File: config.mk
export PLATFORM = sky130hd
export DESIGN_NAME = regfile_wb_flat
export DESIGN_NICKNAME = d
export VERILOG_FILES = /design/src/rtl/regfile_wb_if.sv /design/src/rtl/regfile_wb.sv /design/src/flat_wrapper.sv
export SDC_FILE = /design/constraint.sdc
export NUM_CORES = 1
export LEC_CHECK = 0
export CAP_MARGIN = 10
export CORE_MARGIN = 2
export CORE_UTILIZATION = 30
export CTS_CLUSTER_DIAMETER = 100
export DETAILED_ROUTE_END_ITERATION = 8
export GPL_ROUTABILITY_DRIVEN = 0
export SYNTH_ARGS = -nofsm -noshare
export SYNTH_HDL_FRONTEND = slang
export SYNTH_SLANG_ARGS = --single-unit
File: constraint.sdc
create_clock -name clk -period 5.58 [get_ports clk]
set_input_delay 0.837 -clock clk [delete_from_list [all_inputs] [get_ports clk]]
set_output_delay 0.837 -clock clk [all_outputs]
set_load 0.1 [all_outputs]
File: src/rtl/regfile_wb_if.sv
// Bundle of EX-side write, ID-side read and W-stage debug signals for regfile_wb.
interface regfile_wb_if #(
   parameter int unsigned DATA_WIDTH = 16,
   parameter int unsigned ADDR_WIDTH = 5
);
   logic                  ex_rw;
   logic [ADDR_WIDTH-1:0] ex_dest;
   logic [DATA_WIDTH-1:0] ex_result;
   logic                  ex_is_load;
   logic                  stall;
   logic                  flush;
   logic [ADDR_WIDTH-1:0] id_sa;
   logic [ADDR_WIDTH-1:0] id_sb;
   logic [DATA_WIDTH-1:0] a_data;
   logic [DATA_WIDTH-1:0] b_data;
   logic                  stall_req;
   logic                  wb_we;
   logic [ADDR_WIDTH-1:0] wb_dest;
   logic [DATA_WIDTH-1:0] wb_data;

   modport master (
      output ex_rw, ex_dest, ex_result, ex_is_load, stall, flush, id_sa, id_sb,
      input  a_data, b_data, stall_req, wb_we, wb_dest, wb_data
   );

   modport slave (
      input  ex_rw, ex_dest, ex_result, ex_is_load, stall, flush, id_sa, id_sb,
      output a_data, b_data, stall_req, wb_we, wb_dest, wb_data
   );
endinterface

File: src/rtl/regfile_wb.sv
// Register file with a write-back pipeline register and EX/W operand bypass.
// R0 reads as zero; loads in EX are not forwarded and raise a load-use stall request.
module regfile_wb #(
   parameter int unsigned DATA_WIDTH = 16,
   parameter int unsigned ADDR_WIDTH = 5
) (
   input logic         clk,
   input logic         rst,
   regfile_wb_if.slave bus
);
   localparam int unsigned NUM_REGS = 2 ** ADDR_WIDTH;

   logic [DATA_WIDTH-1:0] regs_q [NUM_REGS];
   logic [DATA_WIDTH-1:0] regs_d [NUM_REGS];
   logic                  we_q, we_d;
   logic [ADDR_WIDTH-1:0] dest_q, dest_d;
   logic [DATA_WIDTH-1:0] data_q, data_d;
   logic                  ex_live;
   logic                  ex_fwd;

   assign ex_live = bus.ex_rw && !bus.flush && (bus.ex_dest != '0);
   assign ex_fwd  = ex_live && !bus.ex_is_load;

   function automatic logic [DATA_WIDTH-1:0] read_port(
      input logic [ADDR_WIDTH-1:0] addr,
      input logic                  ex_ok,
      input logic [ADDR_WIDTH-1:0] ex_dest,
      input logic [DATA_WIDTH-1:0] ex_result,
      input logic                  w_we,
      input logic [ADDR_WIDTH-1:0] w_dest,
      input logic [DATA_WIDTH-1:0] w_data,
      input logic [DATA_WIDTH-1:0] reg_val
   );
      logic [DATA_WIDTH-1:0] val;
      if (addr == '0) begin
         val = '0;
      end else if (ex_ok && (ex_dest == addr)) begin
         val = ex_result;
      end else if (w_we && (w_dest == addr)) begin
         val = w_data;
      end else begin
         val = reg_val;
      end
      return val;
   endfunction

   always_comb begin
      we_d   = we_q;
      dest_d = dest_q;
      data_d = data_q;
      if (bus.flush || bus.stall) begin
         we_d = 1'b0;
      end else begin
         we_d   = bus.ex_rw && (bus.ex_dest != '0);
         dest_d = bus.ex_dest;
         data_d = bus.ex_result;
      end
   end

   // Commit uses the W contents from before the edge, alongside the next W capture.
   always_comb begin
      regs_d = regs_q;
      if (we_q) begin
         regs_d[dest_q] = data_q;
      end
   end

   always_ff @(posedge clk) begin
      if (rst) begin
         we_q   <= 1'b0;
         dest_q <= '0;
         data_q <= '0;
         for (int i = 0; i < NUM_REGS; i++) begin
            regs_q[i] <= '0;
         end
      end else begin
         we_q   <= we_d;
         dest_q <= dest_d;
         data_q <= data_d;
         for (int i = 0; i < NUM_REGS; i++) begin
            regs_q[i] <= regs_d[i];
         end
      end
   end

   assign bus.a_data = read_port(bus.id_sa, ex_fwd, bus.ex_dest, bus.ex_result,
                                 we_q, dest_q, data_q, regs_q[bus.id_sa]);
   assign bus.b_data = read_port(bus.id_sb, ex_fwd, bus.ex_dest, bus.ex_result,
                                 we_q, dest_q, data_q, regs_q[bus.id_sb]);

   assign bus.stall_req = bus.ex_is_load && ex_live &&
                          ((bus.ex_dest == bus.id_sa) || (bus.ex_dest == bus.id_sb));

   assign bus.wb_we   = we_q;
   assign bus.wb_dest = dest_q;
   assign bus.wb_data = data_q;
endmodule

File: src/flat_wrapper.sv
// flat-port wrapper written by rule: the top's interface ports become plain ports
module regfile_wb_flat 
#(
   parameter int unsigned DATA_WIDTH = 16,
   parameter int unsigned ADDR_WIDTH = 5
)
  (clk, rst, bus_ex_rw, bus_ex_dest, bus_ex_result, bus_ex_is_load, bus_stall, bus_flush, bus_id_sa, bus_id_sb, bus_a_data, bus_b_data, bus_stall_req, bus_wb_we, bus_wb_dest, bus_wb_data);
  regfile_wb_if #(.DATA_WIDTH(DATA_WIDTH), .ADDR_WIDTH(ADDR_WIDTH)) bus_i ();
  input logic clk;
  input logic rst;
  input wire logic [$bits(bus_i.ex_rw)-1:0] bus_ex_rw;
  input wire logic [$bits(bus_i.ex_dest)-1:0] bus_ex_dest;
  input wire logic [$bits(bus_i.ex_result)-1:0] bus_ex_result;
  input wire logic [$bits(bus_i.ex_is_load)-1:0] bus_ex_is_load;
  input wire logic [$bits(bus_i.stall)-1:0] bus_stall;
  input wire logic [$bits(bus_i.flush)-1:0] bus_flush;
  input wire logic [$bits(bus_i.id_sa)-1:0] bus_id_sa;
  input wire logic [$bits(bus_i.id_sb)-1:0] bus_id_sb;
  output wire logic [$bits(bus_i.a_data)-1:0] bus_a_data;
  output wire logic [$bits(bus_i.b_data)-1:0] bus_b_data;
  output wire logic [$bits(bus_i.stall_req)-1:0] bus_stall_req;
  output wire logic [$bits(bus_i.wb_we)-1:0] bus_wb_we;
  output wire logic [$bits(bus_i.wb_dest)-1:0] bus_wb_dest;
  output wire logic [$bits(bus_i.wb_data)-1:0] bus_wb_data;
  assign bus_i.ex_rw = bus_ex_rw;
  assign bus_i.ex_dest = bus_ex_dest;
  assign bus_i.ex_result = bus_ex_result;
  assign bus_i.ex_is_load = bus_ex_is_load;
  assign bus_i.stall = bus_stall;
  assign bus_i.flush = bus_flush;
  assign bus_i.id_sa = bus_id_sa;
  assign bus_i.id_sb = bus_id_sb;
  assign bus_a_data = bus_i.a_data;
  assign bus_b_data = bus_i.b_data;
  assign bus_stall_req = bus_i.stall_req;
  assign bus_wb_we = bus_i.wb_we;
  assign bus_wb_dest = bus_i.wb_dest;
  assign bus_wb_data = bus_i.wb_data;
  regfile_wb #(.DATA_WIDTH(DATA_WIDTH), .ADDR_WIDTH(ADDR_WIDTH)) u_core (.clk(clk), .rst(rst), .bus(bus_i));
endmodule
==> flow_summary.json, run 1 <==
{
  "slowest_delay_ps": 610,
  "syn_nets": 3267,
  "final_layout_size_suffix_gt1_frac": 0.1537,
  "mostFrequentLayoutCell": "nand2_1",
  "syn-cell-area_mm2": 0.02774,
  "synth_cells": 3230,
  "peakVddDrop_mv": 0.2419,
  "grt_antenna_before_repair": 4,
  "root_buffer": "clkbuf_16",
  "worstSetupPathType": "primary input to output port",
  "ios": 92,
  "cts.sinks": 534,
  "core_area_mm2": 0.09166,
  "tns_ps": 0,
  "cts-htree-levels": 2,
  "crit_fanout": 17,
  "power_leakage_nw": 10.18,
  "post_cts_resize_count": 0,
  "synth_edf_count": 0,
  "cts_made_buffers": 57,
  "min_period_ps": 4945,
  "synth_area_leaders": "dfxtp_1 (39%), mux4_2 (18%), nand2_1 (15%)",
  "hold_viol_final": 0,
  "synthFlopType": "dfxtp_1",
  "fin_crit_sh": 0.8862,
  "multi_input_area_mm2": 0.01559,
  "relSlewSlack": 0.1653,
  "crit_buf_inv": 4,
  "yosysWarnings": 0,
  "slowest_stage": "or4_1",
  "ant_nets": 0,
  "switchingPower_mw": 2.389,
  "grt_pass1_wl_um": 160800,
  "max_freq_mhz": 202.2,
  "grt-ovfl-total": 0,
  "insertion_delay_ps": 640,
  "required_ps": 4740,
  "dieArea_mm2": 0.09490,
  "start_util": 0.3026,
  "tightest_slew_ps": 1251,
  "grt.total_usage": 0.2258,
  "fillers": 9342,
  "mostFrequentLayoutCells": "nand2_1 (1131), a21oi_1 (568), dfxtp_1 (534), mux4_2 (226), buf_4 (104)",
  "clk_pin_slew_ps": 60,
  "drv_slew": 0,
  "dieWidth_um": 308.1,
  "drc_errors": 0,
  "cp_top_family": "buffers and inverters",
  "synth_area_per_cell_um2": 8.587,
  "status": "finished, final reports clean",
  "cts_tree": "yes",
  "setup_violations": 0,
  "yosysTopAreaCell": "dfxtp_1",
  "reg2reg_slack_ps": 2570,
  "maxCapViolations": 0,
  "grt_pass1_vias": 23670,
  "final-seq-area_mm2": 0.01069,
  "power_density_mw_per_mm2": 277.9,
  "ys_ff_latch": 534,
  "ys_types": 50,
  "wire_per_inst_um": 24.92,
  "dpl.hpwl_um": 70500,
  "swShare": 0.2701,
  "stdcell_count": 4407,
  "postCtsSetupBuffers": 0,
  "rsz0062_at_grt": "false",
  "route.vias.total": 25640,
  "viasPerCell": 5.818,
  "port_buffers": 91,
  "p_int_mw": 6.455,
  "crit_chain": "clkdlybuf4s50_1 -> or4_1 -> o21ai_1 -> or4_1 -> buf_4 -> nor2_1 -> a211oi_1 -> buf_4 -> buf_12",
  "clkPwrFrac": 0.452,
  "cts.path.max_buffers": 3,
  "combPwrFrac": 0.115,
  "dp.cells": 4301,
  "grt_start_max_net_pins": 149,
  "yosysSeqAreaShare": 0.3854,
  "final_nets": 3211,
  "seqPwrFrac": 0.433,
  "synthArstFlopShare": 0,
  "drt_pre_antenna_iters": 9,
  "hp-class": "flop to flop",
  "whs_path_depth": 2,
  "reg2reg_depth": 5,
  "drtIter0Drc": 3804,
  "worstSetupStartpointType": "primary input",
  "routed_wl_um": 109800,
  "placementRows": 111,
  "synth_top_area_share": 0.3854,
  "cts_hold_buf": 0,
  "cp.depth": 9,
  "die_h_um": 308.1,
  "end_kind": "output port",
  "crit_arrival_ps": 4110,
  "areaGrowthSynthToFinish_pct": 14.75,
  "fin_skew_ps": 32.51
}
-- final cells by class --
type | instances | area share
Multi-Input combinational cell | 2384 | 0.4899
Sequential cell | 534 | 0.3359
Timing Repair Buffer | 197 | 0.06632
Clock buffer | 81 | 0.05307
Tap cell | 1186 | 0.04662
Clock inverter | 24 | 0.008098
Antenna cell | 1 | 0.00007862
-- power by group through the flow --
stage,combinational [mW],sequential [mW],clock [mW]
finish,1.01,3.83,4.00
global route,1.04,3.83,4.18
CTS,0.996,3.83,4.03
detailed placement,0.993,3.92,0
global placement,0.996,3.92,0
floorplan,0.585,3.96,0
-- sequential cells by signal (all words and copies together) (netlist names) --
| name | cells |
|---|---|
| u_core.bus.wb_data | 16 |
| u_core.regs_q | 512 |
| u_core.bus.wb_dest | 5 |
| u_core.bus.wb_we | 1 |
-- worst paths after layout --
check,start,end
setup / recovery,bus_ex_dest[4],bus_a_data[12]
hold / removal,u_core.regs_q[33],u_core.regs_q[33]
setup reg to reg,u_core.bus.wb_dest[0],u_core.regs_q[15]
hold reg to reg,u_core.regs_q[33],u_core.regs_q[33]
-- cell usage after synthesis, types with 5 or more instances --
master	instances
nand2_1	1131
a21oi_1	568
dfxtp_1	534
mux4_2	226
clkbuf_1	198
mux2i_1	85
buf_2	72
a22oi_1	68
nor2_1	61
o22ai_1	36
a211oi_1	35
o21ai_0	24
nor2b_1	18
buf_6	14
buf_4	13
xor2_1	13
nor3_1	11
nor4_1	10
a221oi_1	9
o31a_1	9
buf_1	8
or2_2	8
nand2b_1	7
xnor2_1	7
and2_1	6
nand3_1	6
buf_8	5
or4_1	5
-- per-stage QoR --
step	setup slack, ps	cell area (µm²)	hold WS [ps]	power (mW)	util
final	635.1	31830	465.4	8.844	0.3472
after global routing	553.9	31830	475.0	9.053	0.3472
after CTS	738.8	31830	462.8	8.854	0.3472
after detailed placement	768.6	29880	454.5	4.911	0.3260
after global placement	846.0	29880	450.3	4.913	0.3260
after floorplan	220.3	27740	441.3	4.545	-
-- cells by family after synthesis --
kind of cell / count (synthesis) / synth area share
AND/OR/NAND/NOR: 1283 / 0.1828
AO/OA/AOI/OAI: 764 / 0.1530
flip-flops: 534 / 0.3854
multiplexers: 317 / 0.2188
buffers and inverters: 312 / 0.05368
XOR/XNOR: 20 / 0.006315
-- metal layers --
layer | global-route usage | vias to the layer above | wire length [µm]
met5 | 0 | - | 50
met1 | 0.3098 | 12510 | 44160
met3 | 0.04370 | 287 | 12260
met2 | 0.3469 | 1629 | 48670
li1 | - | 11210 | -
met4 | 0.09370 | 8 | 4697
-- worst register-to-register path, delay by kind of cell (launching register included) --
kind                   cells  cell delay (ps)
AND/OR/NAND/NOR            3             1720
flip-flops                 1              710
AO/OA/AOI/OAI              1              140
buffers and inverters      1              370
No activity file was read; power rests on OpenSTA's default activity.
==> inputs of run 2 (changes only) <==
--- a/config.mk
+++ b/config.mk
@@ -11,6 +11,7 @@
 export CTS_CLUSTER_DIAMETER = 100
 export DETAILED_ROUTE_END_ITERATION = 8
 export GPL_ROUTABILITY_DRIVEN = 0
+export SKIP_CTS_REPAIR_TIMING = 1
 export SYNTH_ARGS = -nofsm -noshare
 export SYNTH_HDL_FRONTEND = slang
 export SYNTH_SLANG_ARGS = --single-unit
==> results of run 2 <==
The final DEF is identical to that of run 1; final timing and power are the same.
